<file path="config.mk">
export PLATFORM = sky130hd
export DESIGN_NAME = line_seg_fifo
export DESIGN_NICKNAME = d
export VERILOG_FILES = /design/src/rtl/line_seg_fifo.sv
export SDC_FILE = /design/constraint.sdc
export NUM_CORES = 1
export LEC_CHECK = 0
export ABC_AREA = 1
export CORE_MARGIN = 2
export CORE_UTILIZATION = 40
export DETAILED_ROUTE_END_ITERATION = 8
export PLACE_DENSITY = 0.56
export SYNTH_ARGS = -nofsm -noshare
export SYNTH_HDL_FRONTEND = slang
export SYNTH_SLANG_ARGS = --single-unit
</file>
<file path="constraint.sdc">
create_clock -name clk -period 11.6 [get_ports clk]
set_input_delay 2.32 -clock clk [delete_from_list [all_inputs] [get_ports clk]]
set_output_delay 2.32 -clock clk [all_outputs]
set_load 0.02 [all_outputs]
</file>
<file path="src/rtl/line_seg_fifo.sv">
// line_seg_fifo: first-word-fall-through queue of line segments with occupancy,
// pending-frame count, almost-full threshold, flush and sticky error flags.
module line_seg_fifo #(
  parameter int COORD_W   = 13,
  parameter int INT_W     = 4,
  parameter int DEPTH     = 16,
  parameter int AF_THRESH = 12,
  localparam int CW       = $clog2(DEPTH + 1)
) (
  input  logic               clk,
  input  logic               rst,
  input  logic               flush,
  input  logic               wr_en,
  input  logic [COORD_W-1:0] wr_start_x,
  input  logic [COORD_W-1:0] wr_start_y,
  input  logic [COORD_W-1:0] wr_end_x,
  input  logic [COORD_W-1:0] wr_end_y,
  input  logic [INT_W-1:0]   wr_intensity,
  input  logic               wr_eof,
  output logic               full,
  output logic               almost_full,
  input  logic               rd_en,
  output logic               rd_valid,
  output logic [COORD_W-1:0] rd_start_x,
  output logic [COORD_W-1:0] rd_start_y,
  output logic [COORD_W-1:0] rd_end_x,
  output logic [COORD_W-1:0] rd_end_y,
  output logic [INT_W-1:0]   rd_intensity,
  output logic               rd_eof,
  output logic [CW-1:0]      count,
  output logic [CW-1:0]      frames_pending,
  output logic               overflow,
  output logic               underflow
);
  localparam int AW = $clog2(DEPTH);
  localparam int EW = 4 * COORD_W + INT_W + 1;
  logic [EW-1:0] r_mem [DEPTH];
  logic [AW-1:0] r_wr_ptr, r_rd_ptr;
  logic [CW-1:0] r_count, r_frames;
  logic          r_ovf, r_udf;
  logic          w_push, w_pop;
  logic [EW-1:0] w_head;
  assign full           = r_count == CW'(DEPTH);
  assign almost_full    = r_count >= CW'(AF_THRESH);
  assign rd_valid       = r_count != '0;
  assign count          = r_count;
  assign frames_pending = r_frames;
  assign overflow       = r_ovf;
  assign underflow      = r_udf;
  // a push into a full queue is still taken when the head leaves in the same cycle
  assign w_push = wr_en && (!full || rd_en) && !flush;
  assign w_pop  = rd_en && rd_valid && !flush;
  assign w_head = rd_valid ? r_mem[r_rd_ptr] : '0;
  assign {rd_start_x, rd_start_y, rd_end_x, rd_end_y, rd_intensity, rd_eof} = w_head;
  always_ff @(posedge clk)
    if (w_push) r_mem[r_wr_ptr] <= {wr_start_x, wr_start_y, wr_end_x, wr_end_y, wr_intensity, wr_eof};
  always_ff @(posedge clk) begin
    if (rst) begin
      r_wr_ptr <= '0;
      r_rd_ptr <= '0;
      r_count  <= '0;
      r_frames <= '0;
      r_ovf    <= 1'b0;
      r_udf    <= 1'b0;
    end else if (flush) begin
      r_wr_ptr <= '0;
      r_rd_ptr <= '0;
      r_count  <= '0;
      r_frames <= '0;
    end else begin
      if (w_push) r_wr_ptr <= r_wr_ptr + AW'(1);
      if (w_pop) r_rd_ptr <= r_rd_ptr + AW'(1);
      r_count  <= r_count + CW'(w_push) - CW'(w_pop);
      r_frames <= r_frames + CW'(w_push && wr_eof) - CW'(w_pop && rd_eof);
      if (wr_en && full && !rd_en) r_ovf <= 1'b1;
      if (rd_en && !rd_valid) r_udf <= 1'b1;
    end
  end
endmodule

</file>
# Word level (Yosys, flattened, before mapping)
# Memory sizes are Yosys's and may differ from the RTL's. A register that Yosys moved wholly into a read port is not among the register bits.
# Cells that the tools add are included.
[word_totals]
memories = 1
input_bits = 62
reg_bits = 20
mem_bits_rw = 912
elab_cells = 39
output_inout_bits = 72
[memory_table]
columns = ["name", "depth", "word_bits", "read_ports", "rd_ports_with_merged_regs", "write_ports", "line", "rtl"]
rows = [
  ["r_mem", 16, 57, 1, 1, 1, "37", "logic [EW-1:0] r_mem [DEPTH];"],
]
[op_classes]
eq_ne = 1
reduce_logical = 18
magnitude_cmp = 1
bitwise_logic = 1
n_mux = 5
n_addsub = 6
[ops]
columns = ["cell", "count"]
rows = [
  ["two-way mux 57 bit", 1],
  ["adder 5 x 1 -> 5 bit", 2],
  ["subtractor 5 x 1 -> 5 bit", 2],
  ["logical AND 1 bit", 9],
  ["adder 4 x 1 -> 4 bit (second input constant)", 2],
  ["two-way mux 4 bit", 2],
  ["equality test 5 bit (second input constant)", 1],
  ["greater-or-equal comparator 5 x 4 -> 1 bit (second input constant)", 1],
  ["nonzero test 5 bit", 1],
  ["logical NOT 1 bit", 4],
  ["AND reduction 2 bit", 2],
  ["two-way mux 1 bit", 2],
  ["OR reduction 2 bit", 1],
  ["logical OR 1 bit", 1],
  ["NOT 1 bit", 1],
]

# Longest topological paths before layout
# Gate-level depths: netlist (run 1).
[depth]
word_depth = 8
ltp_mapped = 18

# Worst setup path before layout (run 1)
# Ideal clock, no wire load.
[synth_path]
path_type = "input to register"
start = "input wr_en"
end = "memory r_mem[11][0] in the netlist's numbering, enable pin"
required_ps = 11058
setup_slack_ps = 4492
path_buffers = 0
setup_ps = 542
arrival_ps = 6566
stages = 4
cell_sequence = "inv_1 -> nor2_1 -> nand2_2 -> nor3_1"
[synth_between]
elab_chain_len = 4
[synth_rtl]
columns = ["element", "line", "rtl"]
rows = [
  ["from (decl)", "13", "input logic wr_en,"],
  ["logical AND 1 bit (2 in a row)", "51", "assign w_push = wr_en && (!full || rd_en) && !flush;"],
  ["two-way mux 1 bit", "56", "if (w_push) r_mem[r_wr_ptr] <= {wr_start_x, wr_start_y, wr_end_x, wr_end_y, wr_intensity, wr_eof};"],
  ["two-way mux 1 bit (not written as such)", "56", ""],
  ["to (decl)", "37", ""],
]
# No other way between the ends.

==> results.ini, run 1 <==
[floorplanning]
rows=115
ios=134
die_h_microns=319.5
fp.dieW_microns=319.5
die-area_sq_um=102100
initial_core_util_pct=40.39
core-area_sq_um=98560

[worst_hold_path]
min_from=underflow$_SDFFE_PP0P_
min_path_cells=2
hold_path.class=reg2reg

[setup_path]
critPathArrivalTime_ps=4660
max_stage_delay_ps=870
worst_path_max_delay_cell=buf_4
cp.required_ps=9280
crit_buf_inv=3
reg2regPathDepth=15
critical_path_class=reg2out
cp-start-kind=flop
path_delay_family=buffers and inverters
crit_top_cell=nand2_1
cp_max_fo=89
cp_num_cells=9
cp_cell_sequence=buf_4 -> buf_4 -> nand2_1 -> nand2_1 -> nand2_1 -> nand3_1 -> nand3_1 -> a21oi_1 -> clkdlybuf4s50_1
cp-end-kind=output port

[global_route]
grt_pass1_wl_mm=153.1
grt.overflow.total=0
grtUsageTotal_pct=19.81
grt_antenna_before_repair=10
grt_max_degree=251
grt_pass1_vias=24810

[finish]
layout-drive-gt1-share_pct=4.938
nNetsFinal=3899
design_area_sq_um=45050
layout_commonest_cell=nand2_1
area_delta_synth_final_pct=13.17
fin_util_pct=45.71
layout_common_cells=nand2_1, edfxtp_1, nand3_1, inv_1, clkdlybuf4s50_1

[routing]
dr.pass1.iters=5
antenna_left=0
dr_wl_met3_mm=6.434
wl_met2_mm=47.42
via_count=25630
viasPerCell=4.949
routed_wl_mm=101.5
wl_per_cell_microns=19.61
dr.max_layer_used=met5
drtIter0Drc=1984
drc=0
wl_met1_mm=45.09

[clock_tree]
cts_root_buf=clkbuf_16
cts.sinks=936
ctsHoldBuffers=0
ctsResizeCount=0
clock_latency_ps=650
cts_tree=yes
cts_max_path_buffers=3
cts_made_buffers=100
cts-htree-levels=3
clkTransAtPathRegs_ps=60
cts_setup_buffers=0

[timing]
max_freq_ghz=0.1433
setup_ws_ps=4623
slew_headroom_pct=25.74
setup_tns_ps=0
finalHoldViolCount=0
setup_violations=0
hold_ws_ps=474.7
period_needed_ps=6977
maxSlewViolCount=0
finalCritPeriodShare_pct=60.14
tightestPinTransition_ps=1114
fin_skew_ps=15.45
rsz0062_at_grt=no

[placement]
routabilityCongestion=0.7550
placed_area_sq_um=42130
io_buffers=133
dp.final_hpwl_mm=47.69
dp_slack_ps=5312

[yosys]
synth_seq_area_share_pct=70.00
syn_inst=3736
yosysWarnings=0
syn_area_per_cell_sq_um=10.66
synth_seq_cells=936
synth_cell_type_count=27
synth_fp_nets=3818
syn_area_sq_um=39810

[power]
leakagePower_nw=17.96
peakVddDrop_uv=102.7
power_density_nw_per_um2=157.4

[run_status]
status=finished, final reports clean

[job]
drv_cap=0

-- tightest hold or removal path, stage by stage, from the launching register on --
cell,delay [ps]
dfxtp_1,330
a21oi_1,40
nor2_1,70
-- metrics by stage --
stage               power [mW]  cells
finish                   7.091   5178
global route             7.332   5178
CTS                      7.158   5175
detailed placement       4.268   5002
global placement         4.267   5002
floorplan                4.044   3736
-- final timing paths --
path                                  endpoint  slack (ps)
setup / recovery                rd_start_x[12]        4620
hold / removal          underflow$_SDFFE_PP0P_         470
setup reg to reg  frames_pending[4]$_SDFF_PP0_        7390
hold reg to reg         underflow$_SDFFE_PP0P_         470
-- cell families (layout without fill, tap and decap cells) --
logic type | after synthesis | in the layout | synth area share, %
other | 0 | 3 | 0
xor gates and xnor gates | 5 | 5 | 0.1100
adders and majority gates | 20 | 20 | 0.6663
buffers and inverters | 685 | 837 | 7.396
and+or+nand+nor | 2005 | 2005 | 20.74
DFF | 936 | 936 | 70.00
AOI/OAI and AO/OA | 85 | 85 | 1.088
-- cell usage after synthesis --
cell type	count	area (sq um)
a31oi_1	2	12.51
buf_1	24	90.09
ha_1	18	225.2
xnor2_1	2	17.52
buf_6	24	270.3
nor3_1	2	10.01
nor2_1	33	123.9
clkbuf_1	31	116.4
a21oi_1	73	365.4
nand3_1	577	2888
inv_2	1	3.750
dfxtp_1	24	480.5
o21bai_1	1	7.510
inv_1	487	1828
o21ai_0	8	40.04
clkinv_1	1	3.750
fa_1	2	40.04
buf_8	1	15.01
nand2_2	1	6.260
edfxtp_1	912	27390
nand2_1	1391	5221
nand4_1	1	6.260
a21o_1	1	7.510
buf_2	102	510.5
buf_4	13	97.59
inv_6	1	8.760
xor2_1	3	26.28
-- power breakdown --
part	switching (mW)	internal, mW
logic	0.309	0.146
clock network	1.26	1.64
registers	0.00936	3.73
total	1.58	5.51
-- state kept, by name, indices dropped and copies added, names as in the netlist, named ones only --
name and cells:
overflow 1, underflow 1, r_rd_ptr 4, count 5
r_wr_ptr 4, r_mem 912, frames_pending 5
-- layout make-up --
class,count,area (sq um)
antenna,3,7.507
clock buffer,124,2592
clock inverter,49,322.8
fill,8972,53510
inverter,490,1872
multi-input combinational,2115,9112
sequential,936,27880
tap,1287,1610
timing repair buffer,174,1652
-- routing by layer --
layer / track usage, % / vias to the layer above
met5: 0 / -
met4: 5.723 / 12
met3: 3.673 / 171
met2: 32.31 / 728
met1: 27.07 / 12300
li1: - / 12410
No activity file was read; power rests on OpenSTA's default activity.
==> run 2, diff against run 1 <==
PLACE_DENSITY = 0.58   (was 0.56)
clock period = 6.3 ns   (was 11.6 ns; I/O delays follow)
==> results.ini, run 2 (same netlist as run 1, synthesis figures left out) <==
[floorplanning]
fp.dieW_microns=319.5  ; unchanged
rows=115  ; unchanged
die-area_sq_um=102100  ; unchanged
core-area_sq_um=98560  ; unchanged
die_h_microns=319.5  ; unchanged
ios=134  ; unchanged
initial_core_util_pct=40.39  ; unchanged

[global_route]
grt_pass1_wl_mm=150.9  ; -1.5%
grt_pass1_vias=24590  ; -0.87%
grt_antenna_before_repair=4  ; -6
grt_max_degree=275  ; +9.6%
grtUsageTotal_pct=19.41  ; -0.40 points
grt.overflow.total=0  ; unchanged

[setup_path]
worst_path_max_delay_cell=dfxtp_4
cp.required_ps=5040  ; -4240 ps
cp-start-kind=flop
crit_top_cell=nand3_1
cp-end-kind=output port
cp_cell_sequence=inv_16 -> buf_4 -> nand2_1 -> nand3_1 -> nand3_1 -> nand3_1 -> a21oi_1 -> clkdlybuf4s50_1
max_stage_delay_ps=860  ; about the same
critPathArrivalTime_ps=4210  ; -450 ps
path_delay_family=buffers and inverters
cp_max_fo=274  ; +210%
critical_path_class=reg2out
crit_buf_inv=3  ; unchanged

[finish]
layout_common_cells=nand2_1, edfxtp_1, nand3_1, inv_1, clkdlybuf4s50_1
nNetsFinal=3897  ; -0.051%
design_area_sq_um=45150  ; +0.23%
fin_cells=5177  ; -0.019%
antenna_cells=0  ; -3
layout-drive-gt1-share_pct=5.064  ; +0.13 points
fill_cells=8876  ; -1.1%
largest_reg_flops=912  ; unchanged
layout_commonest_cell=nand2_1
area_delta_synth_final_pct=13.43
top_register=r_mem

[placement]
dp.final_hpwl_mm=46.51  ; -2.5%
placed_area_sq_um=42280  ; +0.36%
io_buffers=133  ; unchanged
dp_slack_ps=1588  ; -3723 ps
routabilityCongestion=0.7350  ; -2.6%
placed_cells=5004  ; +0.040%

[power]
peakVddDrop_uv=204.1  ; +99%
leakagePower_nw=18.00  ; +0.22%
power_density_nw_per_um2=287.3  ; +83%

[clock_tree]
cts.sinks=936  ; unchanged
cts_max_path_buffers=3  ; unchanged
cts_root_buf=clkbuf_16
clock_latency_ps=650  ; about the same
cts_tree=yes
ctsResizeCount=0  ; unchanged
cts_made_buffers=96  ; -4.0%
ctsHoldBuffers=0  ; unchanged
clkTransAtPathRegs_ps=60  ; about the same
cts-htree-levels=3  ; unchanged
cts_setup_buffers=0  ; unchanged

[routing]
routed_wl_mm=99.74  ; -1.8%
wl_per_cell_microns=19.27  ; -1.7%
drc=0  ; unchanged
via_count=25670  ; +0.18%
antenna_left=0  ; unchanged
drtIter0Drc=2413  ; +22%
dr.pass1.iters=6  ; +1
viasPerCell=4.958  ; +0.19%

[worst_hold_path]
hold_path.class=reg2reg

[timing]
max_freq_ghz=0.1827
setup_ws_ps=825.8  ; -3797 ps
finalHoldViolCount=0  ; unchanged
period_needed_ps=5474
hold_ws_ps=473.3  ; -1.478 ps
maxSlewViolCount=0  ; unchanged
setup_violations=0  ; unchanged
slew_headroom_pct=19.17  ; -6.6 points
tightestPinTransition_ps=1212  ; +98.50 ps
setup_tns_ps=0  ; unchanged
rsz0062_at_grt=no
fin_skew_ps=22.09  ; +6.639 ps
finalCritPeriodShare_pct=86.89

[run_status]
status=finished, final reports clean

[job]
drv_cap=0  ; unchanged

==> run 2: cell types whose count changed in the layout (fill, tap and decap cells not counted), sizes merged <==
cell and delta:
clkinv +4, buf +2, clkinvlp -1, inv -4
diode -3, clkbuf +3, bufinv -2
==> run 2: metal layers <==
layer,global-route usage (%),part of all wire (%)
met3,2.837,5.8
met1,27.13,45
met5,0,0.046
met4,4.696,1.6
met2,31.99,47
==> run 2: worst min-delay path: stages, from the launching register on <==
cell and delay [ps]:
dfxtp_1 330, a21oi_1 40, nor2_1 70
==> run 2: stage by stage <==
| step | util (%) | total power [mW] |
|---|---|---|
| after detailed placement | 42.90 | 7.859 |
| after CTS | 45.81 | 13.08 |
| after global placement | 42.90 | 7.857 |
| after global routing | 45.81 | 13.40 |
| final | 45.81 | 12.97 |
| after floorplan | - | 7.446 |
==> run 2: layout make-up <==
type	instances	area, sq um	area share, %
clock buffer	127	2624	5.811
tap	1287	1610	3.566
clock inverter	46	249.0	0.5514
sequential	936	27880	61.75
inverter	490	1872	4.145
multi-input combinational	2115	9112	20.18
timing repair buffer	176	1804	3.996
==> run 2: path summary, 6_finish.rpt <==
| kind | start | end | slack, ps | depth (start not counted) |
|---|---|---|---|---|
| max | flop | rd_end_x[7] | 830 | 8 |
| max reg2reg | flop | frames_pending[4]$_SDFF_PP0_ | 2570 | 15 |
| min | underflow$_SDFFE_PP0P_ | underflow$_SDFFE_PP0P_ | 470 | 2 |
| min reg2reg | underflow$_SDFFE_PP0P_ | underflow$_SDFFE_PP0P_ | 470 | 2 |
==> run 2: report_power, final <==
group / switching (mW) / leakage, nW / internal (mW)
sequential: 0.0187 / 8.41 / 6.86
combinational: 0.566 / 8.16 / 0.275
clock: 2.29 / 1.42 / 2.95
total: 2.88 / 18.0 / 10.1
